--- config.mk ---
export PLATFORM = sky130hd
export DESIGN_NAME = seg7_scan_driver
export DESIGN_NICKNAME = d
export VERILOG_FILES = /design/src/rtl/seg7_scan_driver.sv
export SDC_FILE = /design/constraint.sdc
export NUM_CORES = 1
export LEC_CHECK = 0
export CAP_MARGIN = 40
export CORE_ASPECT_RATIO = 1.2
export CORE_MARGIN = 1
export CORE_UTILIZATION = 45
export CTS_CLUSTER_SIZE = 20
export DETAILED_ROUTE_END_ITERATION = 16
export GPL_TIMING_DRIVEN = 0
export PLACE_DENSITY = 0.69
export SLEW_MARGIN = 20
export SYNTH_ARGS = -nofsm -noshare
export SYNTH_HDL_FRONTEND = slang
export SYNTH_SLANG_ARGS = --single-unit
--- constraint.sdc ---
create_clock -name clk -period 3.3 [get_ports clk]
set_input_delay 0.66 -clock clk [delete_from_list [all_inputs] [get_ports clk]]
set_output_delay 0.66 -clock clk [all_outputs]
set_load 0.005 [all_outputs]
--- src/rtl/seg7_scan_driver.sv ---
// Multiplexed N-digit seven-segment scan driver with per-frame input snapshot,
// hex/BCD decode, leading-zero suppression and a blanking interval at the start of each slot.
module seg7_scan_driver #(
  parameter int NDIGITS        = 8,
  parameter int SCAN_DIV       = 100000,
  parameter int BLANK_CYC      = 2,
  parameter bit SEG_ACTIVE_LOW = 1'b1,
  parameter bit AN_ACTIVE_LOW  = 1'b1
) (
  input  logic                   clk,
  input  logic                   reset,
  input  logic [4*NDIGITS-1:0]   data,
  input  logic [NDIGITS-1:0]     dp,
  input  logic [NDIGITS-1:0]     digit_en,
  input  logic                   hex_mode,
  input  logic                   lzs,
  output logic [NDIGITS-1:0]     an,
  output logic [6:0]             a2g,
  output logic                   dp_out,
  output logic                   frame_tick
);

  localparam int CW = (SCAN_DIV > 1) ? $clog2(SCAN_DIV) : 1;
  localparam int IW = (NDIGITS > 1) ? $clog2(NDIGITS) : 1;
  localparam logic [CW-1:0] CNT_MAX   = CW'(SCAN_DIV - 1);
  localparam logic [CW-1:0] BLANK_END = CW'(BLANK_CYC);
  localparam logic [IW-1:0] IDX_MAX   = IW'(NDIGITS - 1);
  localparam logic [NDIGITS-1:0] AN_OFF  = AN_ACTIVE_LOW ? {NDIGITS{1'b1}} : {NDIGITS{1'b0}};
  localparam logic [6:0]         SEG_OFF = SEG_ACTIVE_LOW ? 7'h7F : 7'h00;
  localparam logic               DP_OFF  = SEG_ACTIVE_LOW;

  logic [CW-1:0]          cnt;
  logic [IW-1:0]          idx;
  logic                   loaded;
  logic                   frame_end;
  logic [4*NDIGITS-1:0]   data_sh;
  logic [NDIGITS-1:0]     dp_sh;
  logic [NDIGITS-1:0]     en_sh;
  logic                   hex_sh;
  logic                   lzs_sh;

  logic [NDIGITS-1:0]     suppress;
  logic                   zero_run;
  logic [3:0]             nib;
  logic [6:0]             seg_al;
  logic [NDIGITS-1:0]     an_next;
  logic [6:0]             a2g_next;
  logic                   dp_next;

  // Glyph table in active-low form; BCD mode shows a dash for A-F.
  function automatic logic [6:0] decode_al(input logic [3:0] n, input logic hex);
    logic [6:0] g;
    case (n)
      4'h0: g = 7'b1000000;
      4'h1: g = 7'b1111001;
      4'h2: g = 7'b0100100;
      4'h3: g = 7'b0110000;
      4'h4: g = 7'b0011001;
      4'h5: g = 7'b0010010;
      4'h6: g = 7'b0000010;
      4'h7: g = 7'b1111000;
      4'h8: g = 7'b0000000;
      4'h9: g = 7'b0010000;
      4'hA: g = 7'b0001000;
      4'hB: g = 7'b0000011;
      4'hC: g = 7'b1000110;
      4'hD: g = 7'b0100001;
      4'hE: g = 7'b0000110;
      default: g = 7'b0001110;
    endcase
    if (!hex && n > 4'd9) g = 7'b0111111;
    return g;
  endfunction

  assign frame_end = (cnt == CNT_MAX) && (idx == IDX_MAX);

  always_ff @(posedge clk or posedge reset) begin
    if (reset) begin
      cnt <= '0;
      idx <= '0;
    end else if (cnt == CNT_MAX) begin
      cnt <= '0;
      idx <= (idx == IDX_MAX) ? '0 : idx + IW'(1);
    end else begin
      cnt <= cnt + CW'(1);
    end
  end

  // Snapshot on the first edge out of reset and at each frame end, so a frame never mixes inputs.
  always_ff @(posedge clk or posedge reset) begin
    if (reset) begin
      loaded  <= 1'b0;
      data_sh <= '0;
      dp_sh   <= '0;
      en_sh   <= '0;
      hex_sh  <= 1'b0;
      lzs_sh  <= 1'b0;
    end else begin
      loaded <= 1'b1;
      if (!loaded || frame_end) begin
        data_sh <= data;
        dp_sh   <= dp;
        en_sh   <= digit_en;
        hex_sh  <= hex_mode;
        lzs_sh  <= lzs;
      end
    end
  end

  always_comb begin
    suppress = '0;
    zero_run = lzs_sh;
    for (int i = NDIGITS - 1; i > 0; i--) begin
      if (data_sh[4*i +: 4] != 4'd0 || dp_sh[i]) zero_run = 1'b0;
      suppress[i] = zero_run;
    end
  end

  always_comb begin
    an_next  = AN_OFF;
    a2g_next = SEG_OFF;
    dp_next  = DP_OFF;
    nib      = data_sh[4*idx +: 4];
    seg_al   = decode_al(nib, hex_sh);
    // A suppressed digit keeps its anode so the scan duty cycle is unchanged.
    if (cnt >= BLANK_END && en_sh[idx]) begin
      an_next = AN_OFF ^ (NDIGITS'(1) << idx);
      if (!suppress[idx]) begin
        a2g_next = SEG_ACTIVE_LOW ? seg_al : ~seg_al;
        if (dp_sh[idx]) dp_next = ~DP_OFF;
      end
    end
  end

  always_ff @(posedge clk or posedge reset) begin
    if (reset) begin
      an         <= AN_OFF;
      a2g        <= SEG_OFF;
      dp_out     <= DP_OFF;
      frame_tick <= 1'b0;
    end else begin
      an         <= an_next;
      a2g        <= a2g_next;
      dp_out     <= dp_next;
      frame_tick <= frame_end;
    end
  end

endmodule

==> results.env <==
RUN_STATUS='finished clean'
PERIOD_SHARE=0.856
GRT.OVERFLOW.TOTAL=0
CRIT-REG2REG-LAUNCH='idx[1]'
WL_PER_CELL_UM=16.6
FINAL_LAYOUT_SIZE_SUFFIX_GT1_FRAC=0.258
FLOORPLAN_CORE_AREA_MM2=0.00961
CLKSINKCOUNT=88
FINAL_WTD_CONGESTION=0.778
NETLIST_INSTANCES=338
TOP_LEVEL_PORTS=69
SLEW_HEADROOM=0.526
TIMING.FMAX_GHz=0.354
FINISH.NET_COUNT=484
TOP_LAYER='met4'
POST_CTS_HOLD_BUFFER_COUNT=0
SYN-NUM-NETS=404
WORST_SETUP_PATH_STARTPOINT='idx[1]'
TIMING.FINAL.MAX_SLEW_VIOLATIONS=0
CTS_REPAIR_RESIZE_COUNT=0
ANTENNA_FOUND_INITIAL=0
M1WIRELENGTH_UM=4000
HOLD_PATH_DEPTH=1
GRT_FIRST_PASS_WIRELENGTH_UM=15300
ROUTED_WIRELENGTH_UM=9070
SYNTH.CELL_AREA_MM2=0.00447
IR_WORST_VDD_V=0.000223
CLOCK_TREE_FROM_TRITONCTS='yes'
HOLDCRITPATHCLASS='flip-flop to flip-flop'
SYNTH_AREA_LEADER_CELL='sky130_fd_sc_hd__dfrtp_1'
IO_BUFFERS=68
CTS_BUFFERS=9
EFFECTIVE_UTILIZATION_AT_FLOORPLAN=0.465
DRT_FIRST_ITER_VIOLATIONS=151
SIGNED_AREA_CHANGE_FROM_THE_SYNTHESIZED_NETLIST_TO_THE_FINAL_LAYOUT_PCT=25.9
WL_MET2_UM=4540
DETAILED_ROUTING_ITERATION_COUNT_FOR_THE_PRE_ANTENNA_REPAIR_PASS=4
HOLD_PATH_STARTPOINT='cnt[14]'
POST-CTS-SETUP-BUFFERS=0
VIAS_PER_CELL=5.42
FIRST_GLOBAL_VIAS=3080
ANTENNA_LEFT=0
GRT_MAX_DEGREE=49
WORST-SLEW-PIN-TRANSITION_NS=0.692
CRITICAL_PATH_REQUIRED_NS=3.51
MAX_CAP_VIOLATIONS=0
DP_WORST_SETUP_SLACK_NS=0.570
CTS.CLK_SLEW.WORST_PATHS_NS=0.06
STATIC-LEAKAGE-POWER_nW=2.47
WORST_EP_ARRIVAL_TIME_NS=3.04
CRIT_TYPE='flip-flop to flip-flop'
SYNTHESIS.YOSYS.WARNINGS=0
DIEWIDTH_UM=93.0
GLOBAL_ROUTE.USAGE.TOTAL=0.193
SYNTHESIS.AREA_PER_INSTANCE_UM2=13.2
YOSYS_REGISTER_BITS=88
ANTENNA-DIODE-COUNT=0
YOSYS_MOST_USED_DFF='sky130_fd_sc_hd__dfrtp_1'
CTS-HTREE-LEVELS=3
CLK_LATENCY_NS=0.34
DPL.HPWL_UM=6640
POST-SYNTH-TOP-AREA-FRACTION=0.403
REGTOREGSETUPSLACK_NS=0.47
MET3WIRELENGTH_UM=348
WORST_R2R_PATH_DEPTH=8
YS_TOP_CELLS_BY_AREA='sky130_fd_sc_hd__dfrtp_1 (40%), sky130_fd_sc_hd__mux2_4 (17%), sky130_fd_sc_hd__dfstp_2 (9.4%)'
SYNTH_CELL_TYPE_COUNT=49
MIN_PERIOD_NS=2.83
FINAL_CORE_UTILIZATION=0.586
DRC_VIOLS=0
CRITICAL_PATH_PEAK_FANOUT=10
POWER_PER_CELL_AREA_mW_PER_MM2=463
POST_SYNTHESIS_SEQUENTIAL_AREA_RATIO=0.497
FIN_WORST_HOLD_SLACK_NS=0.496
AREA_OF_THE_DIE_MM2=0.0103
CTS_ROOT_BUFFER='sky130_fd_sc_hd__clkbuf_16'
PLACEMENT_ROWS=39
FFS_W_ASYNC_S_R_SYNTH=1.00
HOLD_VIOL_FINAL=0
SETUP_VIOLATIONS=0
SYNTH-EDFF-COUNT=0
DIE_Y_UM=111
FINAL.SETUP_SKEW_NS=0.00726
START_KIND='flip-flop'
END_KIND='flip-flop'
WORST_HOLD_PATH.ENDPOINT='cnt[14]'
FINAL.SETUP.WORST_SLACK_NS=0.475
R2R_END='a2g[3]'
GRT_SETUP_UNREPAIRED='no'
CTS_BUFFER_DEPTH=2
COUNT_OF_VIAS_PLACED_BY_THE_DETAILED_ROUTER=2960
FILLERINSTANCES=786
-- per-stage QoR --
stage	TNS [ns]	area (um2)	total power, W	cells
finish	0	5630	0.00261	546
global route	0	5630	0.00272	546
CTS	0	5630	0.00263	546
detailed placement	0	5340	0.00162	530
global placement	-66.28	5310	0.00161	529
floorplan	0	4470	0.00146	338
-- logic make-up after synthesis --
logic type,share of synthesized area
buffers and inverters,0.0417
XOR/XNOR,0.0294
other,0.000838
AND/OR/NAND/NOR,0.107
AO/OA/AOI/OAI,0.0462
flip-flops,0.497
adder cells (fa/ha/maj),0.0414
multiplexers,0.237
-- final cells by class --
class                   instances  area [um2]  share of cell area
clock buffers                  13         250              0.0444
inverters                       9        36.3             0.00644
well taps                     123         154              0.0273
clock inverters                 3        42.5             0.00756
repair buffers                 69         708               0.126
multi-input cells             227        2060               0.367
flip-flops and latches         88        2220               0.395
plain buffers                  14         153              0.0271
-- critical path, stage by stage (launching register included) --
cell	delay [ns]
sky130_fd_sc_hd__dfrtp_1	0.36
sky130_fd_sc_hd__buf_2	0.24
sky130_fd_sc_hd__buf_1	0.48
sky130_fd_sc_hd__o21ai_0	0.24
sky130_fd_sc_hd__mux2_2	0.36
sky130_fd_sc_hd__ha_1	0.29
sky130_fd_sc_hd__nor3_1	0.32
sky130_fd_sc_hd__nor3_1	0.08
sky130_fd_sc_hd__o311ai_0	0.33
-- per-layer routing --
metal  GRT usage  vias up
met5           0        -
met4      0.0728        0
met3      0.0466       13
met2       0.309       94
met1       0.251     1489
li1            -     1364
-- Yosys cell counts (6+ instances only) --
master / n
sky130_fd_sc_hd__a21oi_1: 10
sky130_fd_sc_hd__dfrtp_1: 72
sky130_fd_sc_hd__dfstp_2: 16
sky130_fd_sc_hd__ha_1: 14
sky130_fd_sc_hd__inv_1: 8
sky130_fd_sc_hd__mux2_4: 50
sky130_fd_sc_hd__mux4_2: 10
sky130_fd_sc_hd__nand2_1: 32
sky130_fd_sc_hd__nand3_1: 10
sky130_fd_sc_hd__nor2_1: 21
sky130_fd_sc_hd__nor3_1: 6
sky130_fd_sc_hd__o21ai_0: 9
sky130_fd_sc_hd__xor2_1: 10
-- cells in the final DEF (no fill, tap or decap), drive strengths merged, types with 2 or more instances in the layout --
master         netlist  layout
a21oi               10      10
and2                 4       4
and3                 3       3
buf                 12      13
clkbuf               2      15
clkdlybuf4s50        0      68
clkinv               1       2
dfrtp               72      72
dfstp               16      16
ha                  14      14
inv                  8       8
mux2                53      53
mux2i                5       5
mux4                10      10
nand2               32      32
nand3               11      11
nor2                21      21
nor3                 6       6
nor4                 6       6
o211ai               2       2
o21ai                9       9
o221ai               2       2
o22ai                2       2
o2bb2ai              2       2
or4                  5       5
xnor2                5       5
xor2                10      10
-- power breakdown --
part	switching, W	internal [W]	leakage [nW]
sequential	0.0000535	0.00117	1.04
clock	0.000396	0.000607	0.140
combinational	0.000145	0.000240	1.29
-- state kept, by name, summed over array words and instances, names as in the netlist --
signal and cells:
data_sh 32, cnt 17, an 8, dp_sh 8, en_sh 8, a2g 7, idx 3, dp_out 1
frame_tick 1, hex_sh 1, loaded 1, lzs_sh 1
-- worst max path at each step --
| stage | to | slack, ns | cells past startpoint |
|---|---|---|---|
| after floorplan | cnt[0] | 0.39 | 1 |
| after global placement | data_sh[3] | -0.91 | 2 |
| after detailed placement | a2g[3] | 0.57 | 8 |
| after CTS | a2g[3] | 0.54 | 8 |
| after global routing | a2g[3] | 0.33 | 8 |
| final | a2g[3] | 0.47 | 8 |
Power figures use the tool's default switching activity.
